$ cat src/rtl/text_grid.sv
// Character grid for the VGA text path: host writes, hardware scroll with row clear, per-pixel code lookup.
// Latency: 2 cycles from xcoor/ycoor to char_out/glyph_x/glyph_y/char_valid, one pixel per cycle in every state.
// Backpressure: wr_ready drops while a full or single-row clear runs; requests are not queued outside IDLE.
module text_grid #(
  parameter int CHAR_W  = 6,
  parameter int COLS    = 80,
  parameter int ROWS    = 4,
  parameter int CELL_W  = 8,
  parameter int CELL_H  = 10,
  parameter int X_START = 0,
  parameter int Y_START = 100,
  parameter logic [CHAR_W-1:0] BLANK = '1,
  localparam int CW  = $clog2(COLS),
  localparam int RW  = (ROWS > 1) ? $clog2(ROWS) : 1,
  localparam int GXW = $clog2(CELL_W),
  localparam int GYW = $clog2(CELL_H)
) (
  input  logic              clk,
  input  logic              rst,
  input  logic              wr_valid,
  output logic              wr_ready,
  input  logic [CW-1:0]     wr_col,
  input  logic [RW-1:0]     wr_row,
  input  logic [CHAR_W-1:0] wr_char,
  input  logic              clr_req,
  input  logic              scroll_req,
  output logic              busy,
  input  logic [9:0]        xcoor,
  input  logic [8:0]        ycoor,
  output logic [CHAR_W-1:0] char_out,
  output logic [GXW-1:0]    glyph_x,
  output logic [GYW-1:0]    glyph_y,
  output logic              char_valid
);

  localparam int DEPTH = ROWS * COLS;
  localparam int AW    = (DEPTH > 1) ? $clog2(DEPTH) : 1;

  localparam logic [1:0] IDLE    = 2'd0;
  localparam logic [1:0] CLR_ALL = 2'd1;
  localparam logic [1:0] CLR_ROW = 2'd2;

  logic [1:0]        state;
  logic [AW-1:0]     cnt;
  logic [RW-1:0]     top_row;
  logic [RW-1:0]     clr_row;

  logic [CHAR_W-1:0] mem [DEPTH];
  logic              mem_we;
  logic [AW-1:0]     mem_wa;
  logic [CHAR_W-1:0] mem_wd;

  logic [31:0]       dx;
  logic [31:0]       dy;
  logic              s1_win;
  logic [AW-1:0]     s1_addr;
  logic [GXW-1:0]    s1_gx;
  logic [GYW-1:0]    s1_gy;

  logic              win_q;
  logic [AW-1:0]     addr_q;
  logic [GXW-1:0]    gx_q;
  logic [GYW-1:0]    gy_q;

  // Logical row is rotated by top_row so a scroll never moves stored data.
  function automatic logic [AW-1:0] cell_addr(input logic [RW-1:0] lrow,
                                              input logic [RW-1:0] top,
                                              input int col);
    int prow;
    prow = int'(lrow) + int'(top);
    if (prow >= ROWS) prow = prow - ROWS;
    return AW'(prow * COLS + col);
  endfunction

  assign wr_ready = (state == IDLE);
  assign busy     = (state != IDLE);

  // Control FSM: clear sweeps, scroll pointer and the shared clear counter.
  always_ff @(posedge clk) begin
    if (rst) begin
      state   <= CLR_ALL;
      cnt     <= '0;
      top_row <= '0;
      clr_row <= '0;
    end else begin
      case (state)
        CLR_ALL: begin
          if (int'(cnt) == DEPTH - 1) begin
            state <= IDLE;
            cnt   <= '0;
          end else begin
            cnt <= cnt + AW'(1);
          end
        end
        CLR_ROW: begin
          if (int'(cnt) == COLS - 1) begin
            state <= IDLE;
            cnt   <= '0;
          end else begin
            cnt <= cnt + AW'(1);
          end
        end
        default: begin
          // A simultaneous scroll is dropped: the full clear resets top_row anyway.
          if (clr_req) begin
            state   <= CLR_ALL;
            cnt     <= '0;
            top_row <= '0;
          end else if (scroll_req) begin
            state   <= CLR_ROW;
            cnt     <= '0;
            clr_row <= top_row;
            top_row <= RW'((int'(top_row) + 1) % ROWS);
          end
        end
      endcase
    end
  end

  // Single write port: clear sweeps own it outside IDLE, host writes inside IDLE.
  always_comb begin
    mem_we = 1'b0;
    mem_wa = '0;
    mem_wd = BLANK;
    case (state)
      CLR_ALL: begin
        mem_we = 1'b1;
        mem_wa = cnt;
      end
      CLR_ROW: begin
        mem_we = 1'b1;
        mem_wa = AW'(int'(clr_row) * COLS + int'(cnt));
      end
      default: begin
        // Out-of-range targets still complete the handshake but store nothing.
        if (wr_valid && (int'(wr_col) < COLS) && (int'(wr_row) < ROWS)) begin
          mem_we = 1'b1;
          mem_wa = cell_addr(wr_row, top_row, int'(wr_col));
          mem_wd = wr_char;
        end
      end
    endcase
  end

  // Grid storage; no reset, contents are defined by the clear that follows reset.
  always_ff @(posedge clk) begin
    if (mem_we) mem[mem_wa] <= mem_wd;
  end

  // S1 decode: window test and pixel-to-cell mapping using the current top_row.
  always_comb begin
    dx      = 32'(xcoor) - 32'(X_START);
    dy      = 32'(ycoor) - 32'(Y_START);
    s1_win  = (32'(xcoor) >= 32'(X_START)) && (32'(xcoor) < 32'(X_START + COLS * CELL_W)) &&
              (32'(ycoor) >= 32'(Y_START)) && (32'(ycoor) < 32'(Y_START + ROWS * CELL_H));
    s1_addr = '0;
    s1_gx   = '0;
    s1_gy   = '0;
    if (s1_win) begin
      s1_gx   = GXW'(dx % 32'(CELL_W));
      s1_gy   = GYW'(dy % 32'(CELL_H));
      s1_addr = cell_addr(RW'(dy / 32'(CELL_H)), top_row, int'(dx >> GXW));
    end
  end

  // S1 register stage.
  always_ff @(posedge clk) begin
    if (rst) begin
      win_q  <= 1'b0;
      addr_q <= '0;
      gx_q   <= '0;
      gy_q   <= '0;
    end else begin
      win_q  <= s1_win;
      addr_q <= s1_addr;
      gx_q   <= s1_gx;
      gy_q   <= s1_gy;
    end
  end

  // S2 register stage: registered memory read, old data wins on a same-address write.
  always_ff @(posedge clk) begin
    if (rst) begin
      char_out   <= BLANK;
      glyph_x    <= '0;
      glyph_y    <= '0;
      char_valid <= 1'b0;
    end else begin
      char_out   <= win_q ? mem[addr_q] : BLANK;
      glyph_x    <= gx_q;
      glyph_y    <= gy_q;
      char_valid <= win_q;
    end
  end

endmodule

$ cat config.mk
export PLATFORM = sky130hd
export DESIGN_NAME = text_grid
export DESIGN_NICKNAME = d
export VERILOG_FILES = /design/src/rtl/text_grid.sv
export SDC_FILE = /design/constraint.sdc
export NUM_CORES = 2
export LEC_CHECK = 0
export BUFFER_PORTS_ARGS = -buffer_cell sky130_fd_sc_hd__buf_2
export CORE_MARGIN = 5
export CORE_UTILIZATION = 57
export DETAILED_ROUTE_END_ITERATION = 12
export GPL_TIMING_DRIVEN = 0
export PLACE_DENSITY = 0.76
export SLEW_MARGIN = 10
export SYNTH_ARGS = -nofsm -noshare
export SYNTH_HDL_FRONTEND = slang
export SYNTH_SLANG_ARGS = --single-unit
$ cat constraint.sdc
create_clock -name clk -period 5.75 [get_ports clk]
set_clock_uncertainty 0.1 [all_clocks]
set_input_delay 0.575 -clock clk [delete_from_list [all_inputs] [get_ports clk]]
set_output_delay 0.575 -clock clk [all_outputs]
set_load 0.005 [all_outputs]
## Word-level counts from Yosys, hierarchy flattened

Memories as Yosys holds them, arrays and structs flattened. A register that Yosys moved wholly into a read port is not among the register bits.
Index checks and enable logic that the tools add are counted.

- Muxes and demuxes: 25
- Reductions and logical operators: 13
- Multipliers: 3
- Equality and inequality tests: 6
- Bitwise gates (word level): 4
- Div/mod/pow operators: 2
- Order comparisons: 6
- Add/sub/neg operators: 10

Operators by type and width:

| kind | number |
|---|---|
| $mux 32 | 5 |
| $mul 32x4->5 const B | 2 |
| $mux 9 | 5 |
| $pmux 9 s2 | 2 |
| $div 32x4->32 const B | 1 |
| $mod 32x4->32 const B | 1 |
| $add 9x8->9 | 2 |
| $mux 2 | 6 |
| $mux 6 | 2 |
| $lt 10x10->1 const B | 1 |
| $sub 9x7->10 const B | 1 |
| $add 9x1->9 const B | 1 |
| $add 9x9->9 | 1 |
| $eq 9x8->1 const B | 1 |
| $eq 9x9->1 const B | 1 |
| $ge 9x7->1 const B | 1 |
| $lt 9x8->1 const B | 1 |
| $sub 3x3->4 const B | 2 |
| $lt 7x7->1 const B | 1 |
| $add 2x2->3 | 2 |
| $ge 3x3->1 const B | 2 |
| $reduce_and 3->1 | 2 |
| $reduce_or 2->1 | 3 |
| $mul 2x3->5 const B | 1 |
| other kinds (12) | 22 |

- Output and inout port bits: 16
- Memories: 1
- Register bits after elaboration: 40
- Logic and storage cells: 81
- RAM bits: 1,920
- Bits of input ports: 39

Memory list:

| memory | depth | width | rd ports | clocked after Yosys merged registers in | wr ports | line | RTL |
|---|---|---|---|---|---|---|---|
| mem | 320 | 6 | 1 | 1 | 1 | 48 | `logic [CHAR_W-1:0] mem [DEPTH];` |

## Logic depth before layout (Yosys ltp)

- Depth in word-level cells: 9
- Depth in mapped cells: 27
- Depth with buffers taken out: 24

## Worst setup path after synthesis

No wires, ideal clock.

- Path kind: register to register
- Start point: register state[0]
- End point: memory mem[0][0], data pin
- Stages on the path, launching flop included: 6
- Data required time: 4.662 ns
- Period minus slack after synthesis: 6.141 ns
- Data arrival time: 5.053 ns
- Path slack: -0.391 ns
- Buffers on the path: 2
- Setup time: 0.988 ns
- Path through: dfxtp_1 inv_1 ha_1 clkbuf_1 clkbuf_1 or3_1

- Word-level cells in the longest chain between the ends: 3
- Elaborated cells on any way between the ends: 4
- Those cells by class: eq/ne (2); mux (1); reduce/logical (1)

Ends and longest elaborated chain:

| what | line | RTL |
|---|---|---|
| start, declared | 43 | `logic [1:0] state;` |
| start signal, assigned | 81 | `state <= CLR_ALL;` |
| start signal, assigned | 89 | `state <= IDLE;` |
| start signal, assigned | 97 | `state <= IDLE;` |
| $eq 2x2->1 or $eq 2x1->1 (tied branches) | 125 | `case (state)` |
| $reduce_or 2->1 (no line) (*) | n/a |  |
| $mux 6 (*) | 125 |  |
| named net mem_wd[0] | 51 | `logic [CHAR_W-1:0] mem_wd;` |
| end, declared | 48 |  |

The timed path passes the listed nets; every way through them passes the cells marked *.

==> run_results.csv <==
group,metric,value,unit
power_and_ir_drop,peakVddDrop,0.282,mV
finish,num-fill-cells,8502,
routing,dr.pass1.iters,6,
critical_path,critPathLaunchType,"register",
critical_path,crit_type,"register to register",
yosys,synth_cells,3644,
routing,ant_nets,0,
clock_network,clk_pin_slew,70,ps
finish,drive_gt1_frac,0.259,
floorplan,fp-row-count,135,
yosys,yosysUniqueCellTypes,69,
routing,routedWlPerCell,32.9,um
yosys,seq_area_frac_synth,0.753,
routing,vias,39200,
floorplan,dieHeight,379,um
grt,grt_max_degree,89,
timing,timing.final.crit_share,0.964,
yosys,synth_ff_type,"edfxtp_1",
yosys,synthTopCellsByArea,"edfxtp_1, mux4_2, nor2_1, dfxtp_1, clkbuf_1",
clock_network,ctsLongestPathBuffers,3,
yosys,async_flop_share,0,
power_and_ir_drop,leakagePower,25.7,nW
critical_path,crit_arrival,6080,ps
routing,drtIter0Drc,5172,
clock_network,cts_tree,"done",
yosys,ys_warn_count,0,
timing,final_hold_viol_count,0,
routing,wl_met2,92900,um
floorplan,ioPinCount,55,
timing,slew_headroom,0.141,
yosys,synth_top_area_cell,"edfxtp_1",
power_and_ir_drop,power,30.6,mW
placed_design,dp.cells,5502,
placed_design,placement.io_buffers,51,
critical_path,cp.required,6290,ps
routing,via_per_inst,6.69,
floorplan,die_x,379,um
timing,setup_viol,0,
yosys,ys_ff_latch,1966,
grt,grt_use_total,0.272,
routing,routed_wl,193000,um
finish,finalNonFillerCells,5863,
routing,met3_length,21600,um
timing,whs,80.1,ps
critical_path,cpMostUsedCell,"clkbuf_1",
timing,max_freq,180,MHz
finish,nNetsFinal,3994,
placed_design,dp_hpwl,121000,um
critical_path,endpoint_kind,"register",
clock_network,cts_inserted_buffers,186,
yosys,syn_area_per_cell,21.4,sq um
clock_network,cts_root_buf,"clkbuf_16",
floorplan,die-area,144000,sq um
yosys,synthesis.nets,3711,
timing,worst_slew_pin_slew,1290,ps
finish,utilization,0.643,
routing,dr.max_layer_used,"met5",
grt,antenna_found_initial,11,
finish,area_delta_synth_final,12.2,%
clock_network,cts.sinks,1966,
clock_network,clock_latency,840,ps
yosys,synth_edf_count,1920,
grt,grt_pass1_vias,39500,
placed_design,gp_congestion,0.847,
routing,wl_met1,68500,um
yosys,syn_area,77800,sq um
grt,grt_overflow_total,0,
clock_network,cts.htree.levels,4,
floorplan,start_util,0.574,
critical_path,path_cells,"clkbuf_1 -> clkbuf_1 -> clkbuf_1 -> clkbuf_1 -> mux4_2 -> mux4_2 -> mux4_2 -> nand2_1 -> o211ai_1",
worst_hold_path,hold_path.class,"input port to register",
grt,grt_pass1_wl,277000,um
floorplan,coreArea,136000,sq um
routing,drcViolationCount,0,
yosys,synth_top_cell_area_share,0.741,
timing,final_max_slew_viol_count,0,
critical_path,slowest_delay,880,ps
run,cap_violations,0,
critical_path,path_max_fanout,10,
timing,finalCriticalPeriod,5550,ps
run_status,status,"finished, final reports clean",
power_and_ir_drop,power_density,350,nW/um^2
critical_path,crit_slowest_cell,"clkbuf_1",
## what timing repair did
| action | CTS | global route |
|---|---|---|
| setup endpoints to repair | 7 | 9 |
| hold buffers | 13 | 0 |
| hold endpoints to repair | 13 | 0 |
| pin swaps | 1 | 2 |
| gates resized for setup | 7 | 25 |
| buffers inserted | 0 | 5 |
## synthesized netlist by cell type, types with 4 or more instances
cell type	n
mux2i_1	31
buf_1	52
nand2_1	85
a22oi_1	8
o21ai_0	20
ha_1	23
or3_1	10
xnor2_1	11
o211ai_1	7
nor2_1	394
dfxtp_1	46
nor2b_1	14
mux4_2	612
a21o_1	5
nand3_1	9
buf_2	5
xor2_1	4
o21bai_1	4
a211oi_1	4
and2_1	16
a221oi_1	5
a22o_1	4
inv_1	24
and3_1	5
mux2_2	26
edfxtp_1	1920
a21oi_1	57
nand2b_1	4
nor3_1	16
fa_1	5
clkbuf_1	163
## registers in the layout (all words and copies together) (netlist names), 3 cells and up
name and cells:
glyph_x 3, mem 1920, char_out 6, cnt 9
addr_q 9, gx_q 3, glyph_y 4, gy_q 4
## layout by cell type, fill, tap and decap left out, types with 5 or more instances in the layout
| cell | n |
|---|---|
| nor2_1 | 394 |
| clkinv_1 | 27 |
| buf_2 | 56 |
| clkbuf_1 | 181 |
| mux4_2 | 612 |
| buf_4 | 5 |
| a21o_1 | 5 |
| nand3_1 | 9 |
| nand2_1 | 85 |
| edfxtp_1 | 1920 |
| clkinv_2 | 34 |
| clkbuf_16 | 188 |
| inv_16 | 5 |
| mux2_2 | 26 |
| clkinv_16 | 7 |
| dfxtp_1 | 46 |
| o21ai_0 | 20 |
| or3_4 | 6 |
| buf_16 | 22 |
| nor3_1 | 15 |
| a21oi_1 | 57 |
| inv_1 | 24 |
| and2_1 | 16 |
| nor2b_1 | 14 |
| a22oi_1 | 7 |
| buf_1 | 39 |
| mux2i_1 | 30 |
| o211ai_1 | 7 |
| xnor2_1 | 11 |
| bufinv_16 | 13 |
| clkinvlp_4 | 5 |
| ha_1 | 23 |
| dlygate4sd3_1 | 13 |
| and3_1 | 5 |
| clkbuf_2 | 46 |
## through the flow
stage	TNS [ps]	worst slack (ps)	cell area (sq um)
after floorplan	-21.4	-21.4	77800
after global routing	-20.9	-20.9	87300
after global placement	-1705620	-1000	80300
after CTS	0	39.7	87200
after detailed placement	-3400	-932	81000
final	0	204	87300
## report_power, final
part           switching [mW]  total [mW]  internal [mW]
registers              0.0378        16.1           16.1
clock network            5.39        12.1           6.70
logic                    1.78        2.37          0.591
total                    7.21        30.6           23.4
## worst paths after layout
kind | start | to | slack [ps] | cells after the start
setup / recovery | addr_q[1] | char_out[2] | 200 | 9
hold / removal | wr_char[5] | mem[147][5] | 80 | 2
hold reg to reg | gy_q[0] | glyph_y[0] | 340 | 1
setup reg to reg | addr_q[1] | char_out[2] | 200 | 9
## cell families (layout without fill, tap and decap cells)
kind of cell	count (synthesis)	count (layout)	synth area share
AND/OR/NAND/NOR	566	566	0.0300
flip-flops	1966	1966	0.753
buffers and inverters	246	680	0.0121
other	2	6	0.0000965
XOR/XNOR	15	15	0.00169
multiplexers	670	670	0.185
AO/OA/AOI/OAI	151	151	0.0132
adder cells (fa/ha/maj)	28	28	0.00499
## layer usage
layer | GRT usage | vias up
met5 | 0 | -
li1 | - | 15700
met4 | 0.118 | 12
met3 | 0.0758 | 512
met2 | 0.430 | 2661
met1 | 0.361 | 20400
## final cells by class
cell class,count,area [sq um],area share
Timing Repair Buffer,95,1090,0.0125
Inverter,24,90.1,0.00103
Sequential cell,1966,58600,0.671
Clock inverter,95,1050,0.0121
Clock buffer,244,4930,0.0565
Tap cell,1781,2230,0.0255
Antenna cell,4,10.0,0.000115
Multi-Input combinational cell,1432,18400,0.210
Buffer,222,933,0.0107
## worst max-delay path: cells and delay by family, from the launching register on
| kind | cells | cell delay [ps] |
|---|---|---|
| muxes | 3 | 1540 |
| buffers and inverters | 4 | 2940 |
| and+or+nand+nor | 1 | 110 |
| DFF | 1 | 350 |
| AOI/OAI and AO/OA | 1 | 260 |
Note: power is estimated with default switching activity, not from simulation.
